==> config.mk <==
export PLATFORM = sky130hd
export DESIGN_NAME = line_run_detector
export DESIGN_NICKNAME = d
export VERILOG_FILES = /design/src/rtl/line_run_detector_pkg.sv /design/src/rtl/line_run_detector_run_tracker.sv /design/src/rtl/line_run_detector.sv
export SDC_FILE = /design/constraint.sdc
export NUM_CORES = 1
export LEC_CHECK = 0
export CAP_MARGIN = 20
export CORE_MARGIN = 2
export CORE_UTILIZATION = 45
export CTS_CLUSTER_SIZE = 12
export DETAILED_ROUTE_END_ITERATION = 16
export PLACE_DENSITY = 0.71
export SLEW_MARGIN = 10
export SYNTH_ARGS = -nofsm -noshare
export SYNTH_HDL_FRONTEND = slang
export SYNTH_SLANG_ARGS = --single-unit
==> constraint.sdc <==
create_clock -name clk -period 2 [get_ports clk]
set_input_delay 0.6 -clock clk [delete_from_list [all_inputs] [get_ports clk]]
set_output_delay 0.6 -clock clk [all_outputs]
set_load 0.02 [all_outputs]
==> src/rtl/line_run_detector_pkg.sv <==
// Shared connect-4 definitions: piece encoding, player IDs and the
// line-scanner state type used by the run detector and its helpers.
package line_run_detector_pkg;

    // Default width of one game piece; 0 is an empty cell.
    localparam int PIECE_W_DEF = 2;

    // Piece encodings.
    localparam int EMPTY_PIECE = 0;
    localparam int RED         = 1;
    localparam int YELLOW      = 2;

    // Line-scanner states, kept as plain constants so legacy blocks that
    // compare raw state bits keep working.
    typedef logic [1:0] state_t;

    localparam state_t ST_IDLE = 2'd0;
    localparam state_t ST_SCAN = 2'd1;
    localparam state_t ST_DONE = 2'd2;

    // Bits needed to hold a run count from 0 up to run_len inclusive.
    function automatic int run_width(input int run_len);
        return $clog2(run_len + 1);
    endfunction

endpackage

==> src/rtl/line_run_detector_run_tracker.sv <==
// Tracks the length of the current run of identical non-empty pieces.
// run_next is the run length that the piece on the input would produce if
// accepted this cycle; the top level uses it to detect a win at the same
// edge that the piece is accepted.
module run_tracker
    import line_run_detector_pkg::*;
#(
    parameter int PIECE_W = PIECE_W_DEF,
    parameter int RUN_LEN = 4,
    parameter int RUN_W   = run_width(RUN_LEN)
) (
    input  logic               clk,
    input  logic               reset,
    input  logic               clear,
    input  logic               accept,
    input  logic [PIECE_W-1:0] piece,
    output logic [RUN_W-1:0]   run_next
);

    logic [PIECE_W-1:0] prev;
    logic [RUN_W-1:0]   run;

    // Next run length: extend on a repeat, restart on a new player, zero on empty.
    always_comb begin
        // NOTE: default first so every path assigns run_next and no latch is inferred.
        run_next = '0;
        if (piece == PIECE_W'(EMPTY_PIECE)) begin
            run_next = '0;
        end else if (piece == prev) begin
            // A matching non-empty piece implies prev is non-empty too.
            run_next = (run == RUN_W'(RUN_LEN)) ? run : run + RUN_W'(1);
        end else begin
            run_next = RUN_W'(1);
        end
    end

    // Remember the last accepted piece and its run length.
    always_ff @(posedge clk) begin
        // NOTE: state registers use non-blocking assignments so every flop samples pre-edge values.
        if (!reset) begin
            prev <= '0;
            run  <= '0;
        end else if (clear) begin
            prev <= '0;
            run  <= '0;
        end else if (accept) begin
            prev <= piece;
            run  <= run_next;
        end
    end

endmodule

==> src/rtl/line_run_detector.sv <==
// Scans one line of a connect-4 board, one cell per accepted beat, and
// reports the first run of RUN_LEN identical pieces together with the
// index of its first cell. All outputs are registered.
module line_run_detector
    import line_run_detector_pkg::*;
#(
    parameter int PIECE_W = PIECE_W_DEF,
    parameter int RUN_LEN = 4,
    parameter int MAX_LEN = 8,
    parameter int IDX_W   = $clog2(MAX_LEN)
) (
    input  logic               clk,
    input  logic               reset,
    input  logic               start,
    input  logic               in_valid,
    input  logic               in_last,
    input  logic [PIECE_W-1:0] piece,
    output logic               in_ready,
    output logic               win,
    output logic [PIECE_W-1:0] win_player,
    output logic [IDX_W-1:0]   win_idx,
    output logic               done
);

    localparam int RUN_W = run_width(RUN_LEN);

    state_t           state;
    logic [IDX_W-1:0] idx;
    logic             accept;
    logic             last_cell;
    logic [RUN_W-1:0] run_next;

    // A piece counts only in SCAN, and a simultaneous start takes priority.
    assign accept    = (state == ST_SCAN) && in_valid && !start;
    assign last_cell = in_last || (idx == IDX_W'(MAX_LEN - 1));

    // Both flags decode the registered state, so inputs never reach outputs.
    assign in_ready = (state == ST_SCAN);
    assign done     = (state == ST_DONE);

    run_tracker #(
        .PIECE_W (PIECE_W),
        .RUN_LEN (RUN_LEN),
        .RUN_W   (RUN_W)
    ) u_run_tracker (
        .clk      (clk),
        .reset    (reset),
        .clear    (start),
        .accept   (accept),
        .piece    (piece),
        .run_next (run_next)
    );

    // Line-scan control, cell index and the sticky first-win record.
    always_ff @(posedge clk) begin
        if (!reset) begin
            state      <= ST_IDLE;
            idx        <= '0;
            win        <= 1'b0;
            win_player <= '0;
            win_idx    <= '0;
        end else if (start) begin
            // Start from any state opens a fresh line; an unfinished line is dropped.
            state      <= ST_SCAN;
            idx        <= '0;
            win        <= 1'b0;
            win_player <= '0;
            win_idx    <= '0;
        end else begin
            case (state)
                ST_SCAN: begin
                    if (in_valid) begin
                        if (idx != IDX_W'(MAX_LEN - 1)) begin
                            idx <= idx + IDX_W'(1);
                        end
                        if (!win && (run_next == RUN_W'(RUN_LEN))) begin
                            win        <= 1'b1;
                            win_player <= piece;
                            win_idx    <= idx - IDX_W'(RUN_LEN - 1);
                        end
                        if (last_cell) begin
                            state <= ST_DONE;
                        end
                    end
                end
                ST_DONE: begin
                    state <= ST_IDLE;
                end
                ST_IDLE: begin
                    state <= ST_IDLE;
                end
                default: begin
                    state <= ST_IDLE;
                end
            endcase
        end
    end

endmodule

; Word-level counts from Yosys, hierarchy flattened
; Index checks and enable logic that the tools add are counted.
; W data, S select, Z words.
[word_totals]
register_bits = 16
latchBits = 0
mem_bits_rw = 0
mem_bits_ro = 0
output_inout_bits = 8
wordCells = 42
n_memories = 0
[op_classes]
add_sub_neg = 3
mul = 0
div = 0
order_cmp = 0
n_eq_ne = 9
shifts = 0
muxes = 7
bitwise = 2
reduce_logical = 13
[op_table]
columns = op, count
row1 = $eq A3 B3 Y1 const B, 3
row2 = $mux W3, 3
row3 = $add A3 B1 Y3 const B, 2
row4 = $ne A3 B3 Y1 const B, 2
row5 = $reduce_and A3 Y1, 2
row6 = $mux W1, 4
row7 = $reduce_and A2 Y1, 2
row8 = $logic_and A1 B1 Y1, 3
row9 = $ne A3 B2 Y1 const B, 1
row10 = $reduce_or A3 Y1, 1
row11 = $sub A3 B2 Y3 const B, 1
row12 = $eq A2 B1 Y1 const B, 1
row13 = $eq A2 B2 Y1, 1
row14 = $eq A2 B2 Y1 const B, 1
row15 = $logic_not A1 Y1, 2
row16 = $logic_not A2 Y1, 1
row17 = $not A1 Y1, 2
row18 = $reduce_or A2 Y1, 1
row19 = $logic_or A1 B1 Y1, 1

; Depth between registers and ports, before layout
[logic_depth]
word_depth = 7
mapped_depth = 6
depth_no_buf = 6

; Modules after synthesis
; A second synthesis with hierarchy kept.
[unflattened]
cells_unflattened = 92
hier_area_um2 = 834.6
[by_module_without_submodules]
columns = module, instances, cells_each, area_each_um2, seq_area_each_um2
row1 = line_run_detector, 1, 56, 498.0, 220.2
row2 = run_tracker, 1, 36, 336.6, 100.1

; Least setup slack after synthesis
; Ideal clock, no wire load.
[synth_path]
path_type = input-to-reg
from = input port piece[0]
to = register win_idx[0]
setup_time_ps = 72
t_arrival_ps = 1627
required_ps = 1928
path_slack_ps = 302
cell_stages = 4
path_cell_list = xnor2_1 a31oi_1 nor4_4 mux2i_1
[synth_between]
elab_chain_cells = 6
[synth_lines]
columns = item, line
row1 = "start, declared", line_run_detector.sv:17  ; input logic [PIECE_W-1:0] piece,
row2 = $eq A2 B2 Y1, line_run_detector_run_tracker.sv:29  ; end else if (piece == prev) begin
row3 = $mux W3, line_run_detector_run_tracker.sv:29
row4 = $mux W3 *, line_run_detector_run_tracker.sv:27  ; if (piece == PIECE_W'(EMPTY_PIECE)) begin
row5 = $eq A3 B3 Y1 *, line_run_detector.sv:76  ; if (!win && (run_next == RUN_W'(RUN_LEN))) begin
row6 = $logic_and A1 B1 Y1 *, line_run_detector.sv:76
row7 = $reduce_and A3 Y1 (no line) *, -
row8 = "end signal, assigned", line_run_detector.sv:79  ; win_idx <= idx - IDX_W'(RUN_LEN - 1);
row9 = "end, declared", line_run_detector.sv:21  ; output logic [IDX_W-1:0] win_idx,
; Mark *: on every way between the ends. The rest lies on a longest branch, timed or not.
; A chain may end at the register's enable or synchronous reset.

; Worst setup path in the final report
; Same ends and word-level chain as after synthesis.

==> results.md <==
| Group | Quantity | Reported |
| --- | --- | --- |
| synthesis | Yosys warnings | 0 |
| timing | Worst relative slew slack | 73.5% |
| timing | Smallest setup slack after layout | 0.0866 ns |
| hold path | Type of the worst min-delay path | reg -> reg |
| power | PD cells | 570 mW/mm^2 |
| clock tree | Maximum buffer depth of the clock tree | 2 |
| synthesis | Gate Count Post-Synth | 84 |
| timing | Number of max-slew violations in the final report | 0 |
| synthesis | Net Count, Synth | 95 |
| floorplanning | Die outline area | 0.00205 mm^2 |
| drt | Drt via density | 5.15 |
| placed design | Estimated wirelength of the detail-placed design | 1140 um |
| drt | DRC violations left | 0 |
| drt | Mean routed wirelength per cell | 11.4 um |
| hold path | Instance count along the most critical hold path | 2 |
| timing | Number of hold violations in the final report | 0 |
| synthesis | Ys async rst share | 0% |
| run | Max-cap violations | 0 |
| hold path | Source of the worst hold timing path | win_idx[1] |
| drt | DR iter-0 viols | 2 |
| status | Result of the run | complete, no violations |
| synthesis | Adder-cell area share of the yosys netlist | 6.51% |
| synthesis | Combinational family with the most area after synthesis | simple AND/OR/NAND/NOR gates |
| setup path | Worst flop-to-flop path startpoint | u_run_tracker.run[0] |
| timing | Min Clock Period, post-route | 1.91 ns |
| setup path | Highest net fanout along the worst path | 6 |
| global routing | Global router's overall resource usage | 15.8% |
| timing | Slew of the pin with the lowest slew margin | 0.393 ns |
| synthesis | Yosys reg bits | 16 |
| synthesis | Area of the mapped netlist | 768 um^2 |
| setup path | Startpoint of the most critical setup path | piece[0] |
| synthesis | Multiplexer share of the synthesized area | 9.12% |
| floorplanning | I/O pin total | 15 |
| setup path | Crit Path Category | in -> reg |
| synthesis | Xor and xnor fraction of the mapped netlist area | 3.42% |
| placed design | Last weighted congestion value of the routability-driven placer | 0.763 |
| synthesis | Number of enable-type register cells in the synthesized netlist | 0 |
| placed design | Port buffer count | 14 |
| floorplanning | Floorplan row count | 14 |
| setup path | Startpoint class of the critical path | input pin |
| clock tree | Post-CTS Setup Bufs | 0 |
| global routing | Wire length of the first global-routing pass | 2340 um |
| synthesis | Mean post-synth cell area | 9.15 um^2 |
| setup path | Worst Path Arrival | 2.12 ns |
| floorplanning | Overall die height | 45.3 um |
| final layout | Synth-to-Final Area Change | 34.7% |
| setup path | FF-to-FF setup slack | 0.26 ns |
| timing | Setup clock skew after layout | 0.00634 ns |
| timing | Max Fclk | 0.523 GHz |
| synthesis | Part of the Yosys area used for sequential elements | 41.7% |
| drt | Final WL | 1400 um |
| synthesis | Most common flop cell mapped by yosys | dfxtp_1 |
| clock tree | CTS Buf Count | 3 |
| drt | Overall via count from detail_route | 633 |
| power | Overall power consumption | 590 uW |
| power | P_leak | 0.000430 uW |
| setup path | Required @ worst endpoint | 2.21 ns |
| final layout | Commonest non-fill, non-tap cell in the layout | dfxtp_1 |
| floorplanning | DIE WIDTH | 45.3 um |
| floorplanning | Effective utilization at floorplan | 49.3% |
| drt | Number of nets still failing antenna checks after routing | 0 |
| final layout | Share of cells above drive strength 1 | 15.0% |
| final layout | Commonest cells after routing, fill and taps aside | dfxtp_1 (16), nand2_1 (13), clkdlybuf4s50_1 (11) |
| clock tree | Clock sinks | 16 |
| global routing | Number of antenna violations at the first check in global routing | 0 |
| clock tree | TritonCTS clock tree | built |
| global routing | Number of global-route vias before repair | 589 |
| placed design | DP Worst Slack | -0.242 ns |
| clock tree | Clock input transition at the sequential cells of the worst setup and hold paths | 0.09 ns |
| setup path | Crit end category | register |
| power | IR drop worst, VDD | 436 uV |
| clock tree | H-tree Lvls | 1 |
| clock tree | Clock root buffer | clkbuf_4 |
| clock tree | Worst skew pair latency | 0.27 ns |
| timing | Period utilisation layout | 95.7% |
| global routing | Largest net degree at the start of global routing | 12 |
| timing | Number of failing setup endpoints in the final timing report | 0 |
| global routing | Total global routing overflow | 0 |
| synthesis | Distinct cell type count of the synthesized netlist | 25 |
| synthesis | Simple-gate share of the synthesized area | 25.4% |
| final layout | Number of diodes added for antenna fixing | 0 |
| final layout | Post-layout util | 66.4% |
| drt | Number of optimization iterations in the first detailed-route pass | 3 |
| setup path | Cells on worst reg2reg path | 6 |
| final layout | Nets | 119 |
| floorplanning | Floorplan Core Area | 0.00156 mm^2 |
| timing | Aggregate negative setup slack | 0 ns |
| synthesis | Synthesized-area fraction occupied by ao, oa, aoi and oai cells | 11.4% |
[report_power, final]
part           switching (uW)  total (uW)  internal (uW)
combinational            29.5        62.5           33.0
clock                    92.4         203            111
sequential               3.03         325            322
[per-stage QoR]
| step | instances | area [um^2] | hold WS (ns) |
|---|---|---|---|
| after floorplan | 84 | 768 | 0.449 |
| after CTS | 123 | 1010 | 0.464 |
| after global placement | 119 | 977 | 0.446 |
| after detailed placement | 119 | 977 | 0.451 |
| final | 123 | 1030 | 0.460 |
| after global routing | 123 | 1030 | 0.495 |
[metal layers]
| metal | GRT usage, % | vias up | share of wire [%] |
|---|---|---|---|
| li1 | - | 340 | - |
| met1 | 19.4 | 284 | 47 |
| met2 | 26.9 | 7 | 49 |
| met3 | 2.80 | 2 | 3.1 |
| met5 | 0 | - | 0 |
| met4 | 7.06 | 0 | 1.3 |
[repair_timing]
| item | 4_1_cts | 5_1_grt |
|---|---|---|
| pin swaps | 0 | 0 |
| resized for setup | 1 | 5 |
| setup endpoints to repair | 1 | 8 |
| hold buffers | 0 | 0 |
| gates cloned | 0 | 0 |
[cell type report]
type                       count  area (um^2)
sequential                    16          320
fill                         140          524
timing repair buffer          22          208
inverter                       2         7.51
multi-input combinational     63          443
tap                           16         20.0
clock buffer                   4         36.3
[kinds of logic (layout without fill, tap and decap cells)]
kind of cell               count (synthesis)  count (layout)
buffers and inverters                      5              28
and+or+nand+nor                           34              34
xor gates and xnor gates                   3               3
muxes                                      7               7
AOI/OAI and AO/OA                         15              15
adders and majority gates                  4               4
DFF                                       16              16
[path summary, 6_finish.rpt]
| check | endpoint |
|---|---|
| hold reg to reg | win_idx[1] |
| setup reg to reg | win_idx[0] |
| hold / removal | win_idx[1] |
| setup / recovery | win_idx[0] |
[sequential cells by signal, indices dropped and copies added, names as in the netlist]
name,count
u_run_tracker.run,3
win,1
state,2
u_run_tracker.prev,2
win_player,2
win_idx,3
idx,3
[cells in the mapped netlist, types with 2 or more instances]
cell	number	share of area, %
a21oi_1	6	3.9
clkbuf_1	2	0.98
dfxtp_1	16	42
ha_1	4	6.5
inv_1	2	0.98
mux2i_1	7	9.1
nand2_1	13	6.4
nand2b_1	3	2.4
nand3b_1	2	2.0
nor2_1	5	2.4
nor2b_1	4	3.3
o21ai_0	4	2.6
or3_1	2	1.6
xnor2_1	3	3.4
[critical path: stages]
cell and delay, ns:
clkdlybuf4s50_1 0.48, xnor2_2 0.22, a31oi_2 0.15, nor4_4 0.30, buf_6 0.17, mux2i_1 0.19
No activity file was read; power rests on OpenSTA's default activity.
